$ cat src/rtl/voice_alloc.sv
// Polyphonic voice allocator: sequential scan picks a matching, free or oldest voice
// per note event, then commits enable/note/age updates and one-cycle trigger pulses.
module voice_alloc #(
  parameter int C_VOICES     = 4,
  parameter int C_NOTE_WIDTH = 7,
  parameter int C_AGE_WIDTH  = 8
) (
  input  logic                             clk,
  input  logic                             rst,
  input  logic                             clear,
  input  logic                             evt_valid,
  output logic                             evt_ready,
  input  logic                             evt_on,
  input  logic [C_NOTE_WIDTH-1:0]          evt_note,
  output logic [C_VOICES-1:0]              voice_en,
  output logic [C_VOICES*C_NOTE_WIDTH-1:0] voice_note,
  output logic [C_VOICES-1:0]              voice_start,
  output logic                             steal
);
  localparam int IW = $clog2(C_VOICES);
  localparam logic [C_AGE_WIDTH-1:0] AGE_MAX = '1;
  localparam logic [IW-1:0] IDX_LAST = IW'(C_VOICES - 1);

  typedef enum logic [1:0] {IDLE, SCAN, COMMIT} state_t;

  state_t                                   state_q, state_d;
  logic [IW-1:0]                            idx_q, idx_d;
  logic                                     on_q, on_d;
  logic [C_NOTE_WIDTH-1:0]                  note_q, note_d;
  logic [C_VOICES-1:0]                      en_q, en_d, start_q, start_d;
  logic                                     steal_q, steal_d;
  logic [C_VOICES-1:0][C_NOTE_WIDTH-1:0]    vnote_q, vnote_d;
  logic [C_VOICES-1:0][C_AGE_WIDTH-1:0]     age_q, age_d;
  logic                                     match_vld_q, match_vld_d, free_vld_q, free_vld_d;
  logic                                     old_vld_q, old_vld_d;
  logic [IW-1:0]                            match_idx_q, match_idx_d, free_idx_q, free_idx_d;
  logic [IW-1:0]                            old_idx_q, old_idx_d;
  logic [C_AGE_WIDTH-1:0]                   old_age_q, old_age_d;
  logic [IW-1:0]                            tgt;

  assign evt_ready   = (state_q == IDLE);
  assign voice_en    = en_q;
  assign voice_note  = vnote_q;
  assign voice_start = start_q;
  assign steal       = steal_q;

  always_comb begin
    state_d     = state_q;
    idx_d       = idx_q;
    on_d        = on_q;
    note_d      = note_q;
    en_d        = en_q;
    vnote_d     = vnote_q;
    age_d       = age_q;
    start_d     = '0;
    steal_d     = 1'b0;
    match_vld_d = match_vld_q;
    match_idx_d = match_idx_q;
    free_vld_d  = free_vld_q;
    free_idx_d  = free_idx_q;
    old_vld_d   = old_vld_q;
    old_idx_d   = old_idx_q;
    old_age_d   = old_age_q;
    tgt         = '0;
    case (state_q)
      IDLE: begin
        if (evt_valid) begin
          on_d        = evt_on;
          note_d      = evt_note;
          idx_d       = '0;
          match_vld_d = 1'b0;
          free_vld_d  = 1'b0;
          old_vld_d   = 1'b0;
          state_d     = SCAN;
        end
      end
      SCAN: begin
        if (en_q[idx_q]) begin
          if (!match_vld_q && vnote_q[idx_q] == note_q) begin
            match_vld_d = 1'b1;
            match_idx_d = idx_q;
          end
          // strict compare keeps the lowest index on equal ages
          if (!old_vld_q || age_q[idx_q] > old_age_q) begin
            old_vld_d = 1'b1;
            old_idx_d = idx_q;
            old_age_d = age_q[idx_q];
          end
        end else if (!free_vld_q) begin
          free_vld_d = 1'b1;
          free_idx_d = idx_q;
        end
        idx_d = idx_q + 1'b1;
        if (idx_q == IDX_LAST) state_d = COMMIT;
      end
      COMMIT: begin
        state_d = IDLE;
        if (on_q) begin
          tgt = match_vld_q ? match_idx_q : (free_vld_q ? free_idx_q : old_idx_q);
          for (int k = 0; k < C_VOICES; k++) begin
            if (IW'(k) == tgt) begin
              en_d[k]    = 1'b1;
              vnote_d[k] = note_q;
              age_d[k]   = '0;
              start_d[k] = 1'b1;
            end else if (en_q[k] && age_q[k] != AGE_MAX) begin
              age_d[k] = age_q[k] + 1'b1;
            end
          end
          steal_d = !match_vld_q && !free_vld_q;
        end else if (match_vld_q) begin
          en_d[match_idx_q] = 1'b0;
        end
      end
      default: state_d = IDLE;
    endcase
    // panic wins over everything, including an accept in the same cycle
    if (clear) begin
      en_d    = '0;
      age_d   = '0;
      start_d = '0;
      steal_d = 1'b0;
      state_d = IDLE;
    end
  end

  always_ff @(posedge clk) begin
    if (rst) begin
      state_q     <= IDLE;
      idx_q       <= '0;
      on_q        <= 1'b0;
      note_q      <= '0;
      en_q        <= '0;
      vnote_q     <= '0;
      age_q       <= '0;
      start_q     <= '0;
      steal_q     <= 1'b0;
      match_vld_q <= 1'b0;
      match_idx_q <= '0;
      free_vld_q  <= 1'b0;
      free_idx_q  <= '0;
      old_vld_q   <= 1'b0;
      old_idx_q   <= '0;
      old_age_q   <= '0;
    end else begin
      state_q     <= state_d;
      idx_q       <= idx_d;
      on_q        <= on_d;
      note_q      <= note_d;
      en_q        <= en_d;
      vnote_q     <= vnote_d;
      age_q       <= age_d;
      start_q     <= start_d;
      steal_q     <= steal_d;
      match_vld_q <= match_vld_d;
      match_idx_q <= match_idx_d;
      free_vld_q  <= free_vld_d;
      free_idx_q  <= free_idx_d;
      old_vld_q   <= old_vld_d;
      old_idx_q   <= old_idx_d;
      old_age_q   <= old_age_d;
    end
  end
endmodule

$ cat config.mk
export PLATFORM = sky130hd
export DESIGN_NAME = voice_alloc
export DESIGN_NICKNAME = d
export VERILOG_FILES = /design/src/rtl/voice_alloc.sv
export SDC_FILE = /design/constraint.sdc
export NUM_CORES = 1
export LEC_CHECK = 0
export CAP_MARGIN = 10
export CORE_ASPECT_RATIO = 0.6
export CORE_UTILIZATION = 35
export DETAILED_ROUTE_END_ITERATION = 16
export SLEW_MARGIN = 20
export SYNTH_ARGS = -nofsm -noshare
export SYNTH_HDL_FRONTEND = slang
export SYNTH_SLANG_ARGS = --single-unit
$ cat constraint.sdc
create_clock -name clk -period 2.5 [get_ports clk]
set_input_delay 0.625 -clock clk [delete_from_list [all_inputs] [get_ports clk]]
set_output_delay 0.625 -clock clk [all_outputs]
set_load 0.05 [all_outputs]
==> flow_metrics.py <==
metrics = {
    "cts": {
        "cts_tree": "done",
        "htreeDepth": 3,
        "cts_buffers": 9,
        "cts_hold_repair.buffers": 0,
        "cts.sinks": 98,
        "clkTransAtPathRegs_ns": 0.07,
        "clk_latency_ns": 0.35,
        "cts-root-buf": "clkbuf_16",
        "max-clock-path-buffers": 2,
    },
    "logic_synthesis": {
        "synth_compound_area_share_pct": 9.61,
        "synth-async-reset-ratio_pct": 0,
        "syn_nets": 536,
        "yosysTopAreaCell": "dfxtp_1",
        "synth-edff-count": 0,
        "netlist_instances": 511,
        "synth_xor_area_share_pct": 5.35,
        "synthSimpleGateAreaFrac_pct": 22.4,
        "synth_top_family_by_area": "simple AND/OR/NAND/NOR gates",
        "synth-seq-cells": 98,
        "synth_fa_ha_area_share_pct": 3.42,
        "synth.area.top_cells": "dfxtp_1 (41%), mux2i_1 (6.5%), mux4_2 (5.7%)",
        "synthMuxAreaShare_pct": 14.4,
        "synthFlopType": "dfxtp_1",
        "ys_seq_area_share_pct": 41.3,
        "yosysUniqueCellTypes": 54,
        "netlist_area_sq_um": 4750,
        "syn_avg_cell_area_sq_um": 9.30,
        "netlist.area_leader.share_pct": 41.3,
        "yosysWarnings": 0,
    },
    "sta": {
        "hold_ws_ns": 0.475,
        "slew_violations": 0,
        "timing.setup.tns_ns": 0,
        "fin_skew_ns": 0.00808,
        "finalWorstSetupSlack_ns": 0.0155,
        "rsz0062_at_grt": "true",
        "tightestPinTransition_ns": 0.714,
        "setup_viol": 0,
        "fmax_ghz": 0.403,
        "layout_min_cycle_time_ns": 2.48,
        "hold_violations": 0,
        "timing.slew.headroom_pct": 51.7,
        "timing.final.crit_share_pct": 99.4,
    },
    "global_routing": {
        "grt_pass1_vias": 3718,
        "use_met3_pct": 5.15,
        "grt_overflow": 0,
        "met1_usage_pct": 29.5,
        "antenna_found_initial": 0,
        "grt_pass1_wl_um": 20500,
        "grt_busiest_layer": "met1",
        "grt_use_total_pct": 19.0,
        "use_met2_pct": 25.3,
        "grt_max_degree": 57,
    },
    "layout": {
        "fill_cells": 1262,
        "finish.instance_area_sq_um": 5840,
        "drive_gt1_share_pct": 12.3,
        "syn2layout_area_growth_pct": 23.0,
        "seq_area_sq_um": 1970,
        "multi_input_area_sq_um": 2670,
        "post-route-util_pct": 44.8,
        "finalNetCount": 596,
        "finalNonFillerCells": 746,
        "num_antenna_cells": 0,
    },
    "routing": {
        "drt-wirelength-per-cell_um": 17.3,
        "viasPerCell": 5.30,
        "num_vias": 3952,
        "drt-initial-drc-count": 374,
        "first_pass_iters": 10,
        "finalWirelength_um": 12900,
        "drtAntennaViolNets": 0,
        "drc": 1,
    },
    "place": {
        "port_buffers": 49,
        "dp_slack_ns": -0.0301,
        "placed_area_sq_um": 5460,
        "hpwl_um": 9390,
        "dp_cells": 723,
        "finalWeightedCongestion": 0.834,
    },
    "status": {
        "violations": "design-rule violations",
        "status": "complete, but fails checks",
    },
    "setup_path": {
        "crit_type": "reg2reg",
        "reg2regPathDepth": 10,
        "critPathCaptureType": "register",
        "worstPathMaxFanout": 6,
        "start_kind": "register",
        "r2r_end": "old_age_q[7]",
        "arrival_ns": 2.69,
        "r2r-start": "idx_q[0]",
        "worstPathRequired_ns": 2.71,
        "reg2reg_setup_slack_ns": 0.02,
    },
    "pwr": {
        "p_sw_share_pct": 23.0,
        "seqPwrFrac_pct": 53.3,
        "p_clk_share_pct": 42.9,
        "combPwrFrac_pct": 3.8,
        "irDropWorstVdd_mv": 0.320,
        "p_leak_nw": 1.99,
        "powerDensity_nw_per_um2": 510,
        "internal_power_mw": 2.29,
        "power.total_mw": 2.98,
        "switchingPower_uw": 686,
    },
    "floorplanning": {
        "die_area_sq_um": 14100,
        "num_rows": 32,
        "core-area_sq_um": 13100,
        "fp.dieH_um": 92.2,
        "ios": 50,
        "chipWidth_um": 152,
        "start_util_pct": 36.4,
    },
    "worst_hold_path": {
        "hp-start": "voice_note[4]",
        "min_path_type": "reg2reg",
        "holdPathStages": 2,
        "hold_end": "voice_note[4]",
    },
    "job": {
        "maxCapViolCount": 0,
    },
}
## placed cells by master (no fill, tap or decap), types with 3 or more instances in the layout
master and count:
o21ai_0 11, nand2_1 67, nor3_1 7, mux2i_1 31
xnor2_1 16, and3_1 5, mux4_2 12, nor4_1 6
a22oi_1 4, clkbuf_1 3, clkdlybuf4s50_1 47, inv_1 11
ha_4 4, a211oi_1 3, ha_1 9, nor2_1 68
nand3_1 21, buf_4 20, mux4_1 3, and2_1 3
clkbuf_16 9, nand3b_1 3, o21a_1 4, dfxtp_1 96
nand4_1 9, nand2b_1 10, a21oi_1 37, xor2_1 13
## layer usage
metal  routed length (um)  up-vias
met5                    0        -
met4                   99        0
met3                  842        9
met2                 5140      115
met1                 6800     1916
li1                     -     1912
## power by group through the flow
| stage | Clock, mW | Sequential, mW | Combinational, mW |
|---|---|---|---|
| after floorplan | 0 | 1.62 | 0.0741 |
| after global placement | 0 | 1.62 | 0.104 |
| after detailed placement | 0 | 1.63 | 0.105 |
| after CTS | 1.30 | 1.59 | 0.108 |
| after global routing | 1.37 | 1.59 | 0.123 |
| final | 1.28 | 1.59 | 0.114 |
## state kept, by name (all words and copies together) (netlist names), 2 cells and up
| signal | flops |
|---|---|
| free_idx_q | 2 |
| note_q | 7 |
| state_q | 2 |
| old_idx_q | 2 |
| voice_start | 4 |
| match_idx_q | 2 |
| age_q | 32 |
| voice_en | 4 |
| idx_q | 2 |
| old_age_q | 8 |
| voice_note | 28 |
## cells by family (layout without fill, tap and decap cells)
| logic type | count (synthesis) | in the layout |
|---|---|---|
| buf+inv | 34 | 99 |
| flops | 98 | 98 |
| xor+xnor | 29 | 29 |
| compound gates | 71 | 71 |
| fa+ha+maj | 13 | 13 |
| mux | 48 | 48 |
| simple gates | 218 | 218 |
## synth_stat cells, types with 2 or more instances
| master | n |
|---|---|
| o21ai_0 | 11 |
| nand2b_1 | 10 |
| o21a_1 | 4 |
| buf_6 | 3 |
| a211oi_1 | 3 |
| mux2i_1 | 31 |
| or3_1 | 2 |
| nor3_1 | 7 |
| nand4_1 | 9 |
| a21oi_1 | 37 |
| buf_4 | 2 |
| xor2_1 | 13 |
| or2_2 | 2 |
| mux4_2 | 12 |
| o211ai_1 | 2 |
| nor4_1 | 6 |
| nor2_1 | 68 |
| nor2b_1 | 2 |
| inv_1 | 11 |
| ha_1 | 13 |
| a22oi_1 | 4 |
| clkbuf_1 | 12 |
| nor3_4 | 2 |
| mux4_1 | 3 |
| nand3b_1 | 3 |
| o21ai_4 | 2 |
| nand3_1 | 21 |
| dfxtp_1 | 98 |
| buf_2 | 6 |
| and3_1 | 5 |
| xnor2_1 | 16 |
| and2_1 | 3 |
| nand2_1 | 67 |
## critical path: stages, from the launching register on
cell and delay (ns):
dfxtp_4 0.39, buf_6 0.13, mux4_2 0.57, ha_4 0.30, nand4_1 0.14, nor2_1 0.12
nand2_1 0.07, o211ai_1 0.14, buf_4 0.22, mux2i_1 0.20, nor2_1 0.06
## timing repair
item,4_1_cts,5_1_grt
pin swaps,0,2
gates cloned,0,0
gates resized for setup,1,10
endpoints found under the hold margin,0,0
setup buffers,2,5
setup endpoints to repair,3,11
## layout make-up
cell class              instances  share of cell area (%)
multi-input cells             379                    45.8
inverters                      11                   0.707
clock inverters                 4                   0.471
well taps                     170                    3.64
clock buffers                  12                    4.05
repair buffers                 72                    11.7
flip-flops and latches         98                    33.7
## how the worst max path moves through the flow
stage / from / end / cells after the start
after floorplan: idx_q[0] / old_age_q[0] / 11
after global placement: idx_q[0] / old_age_q[5] / 11
after detailed placement: idx_q[0] / old_age_q[6] / 11
after CTS: idx_q[0] / old_age_q[6] / 9
after global routing: idx_q[0] / old_age_q[7] / 10
final: idx_q[0] / old_age_q[7] / 10
Note: power is estimated with default switching activity, not from simulation.
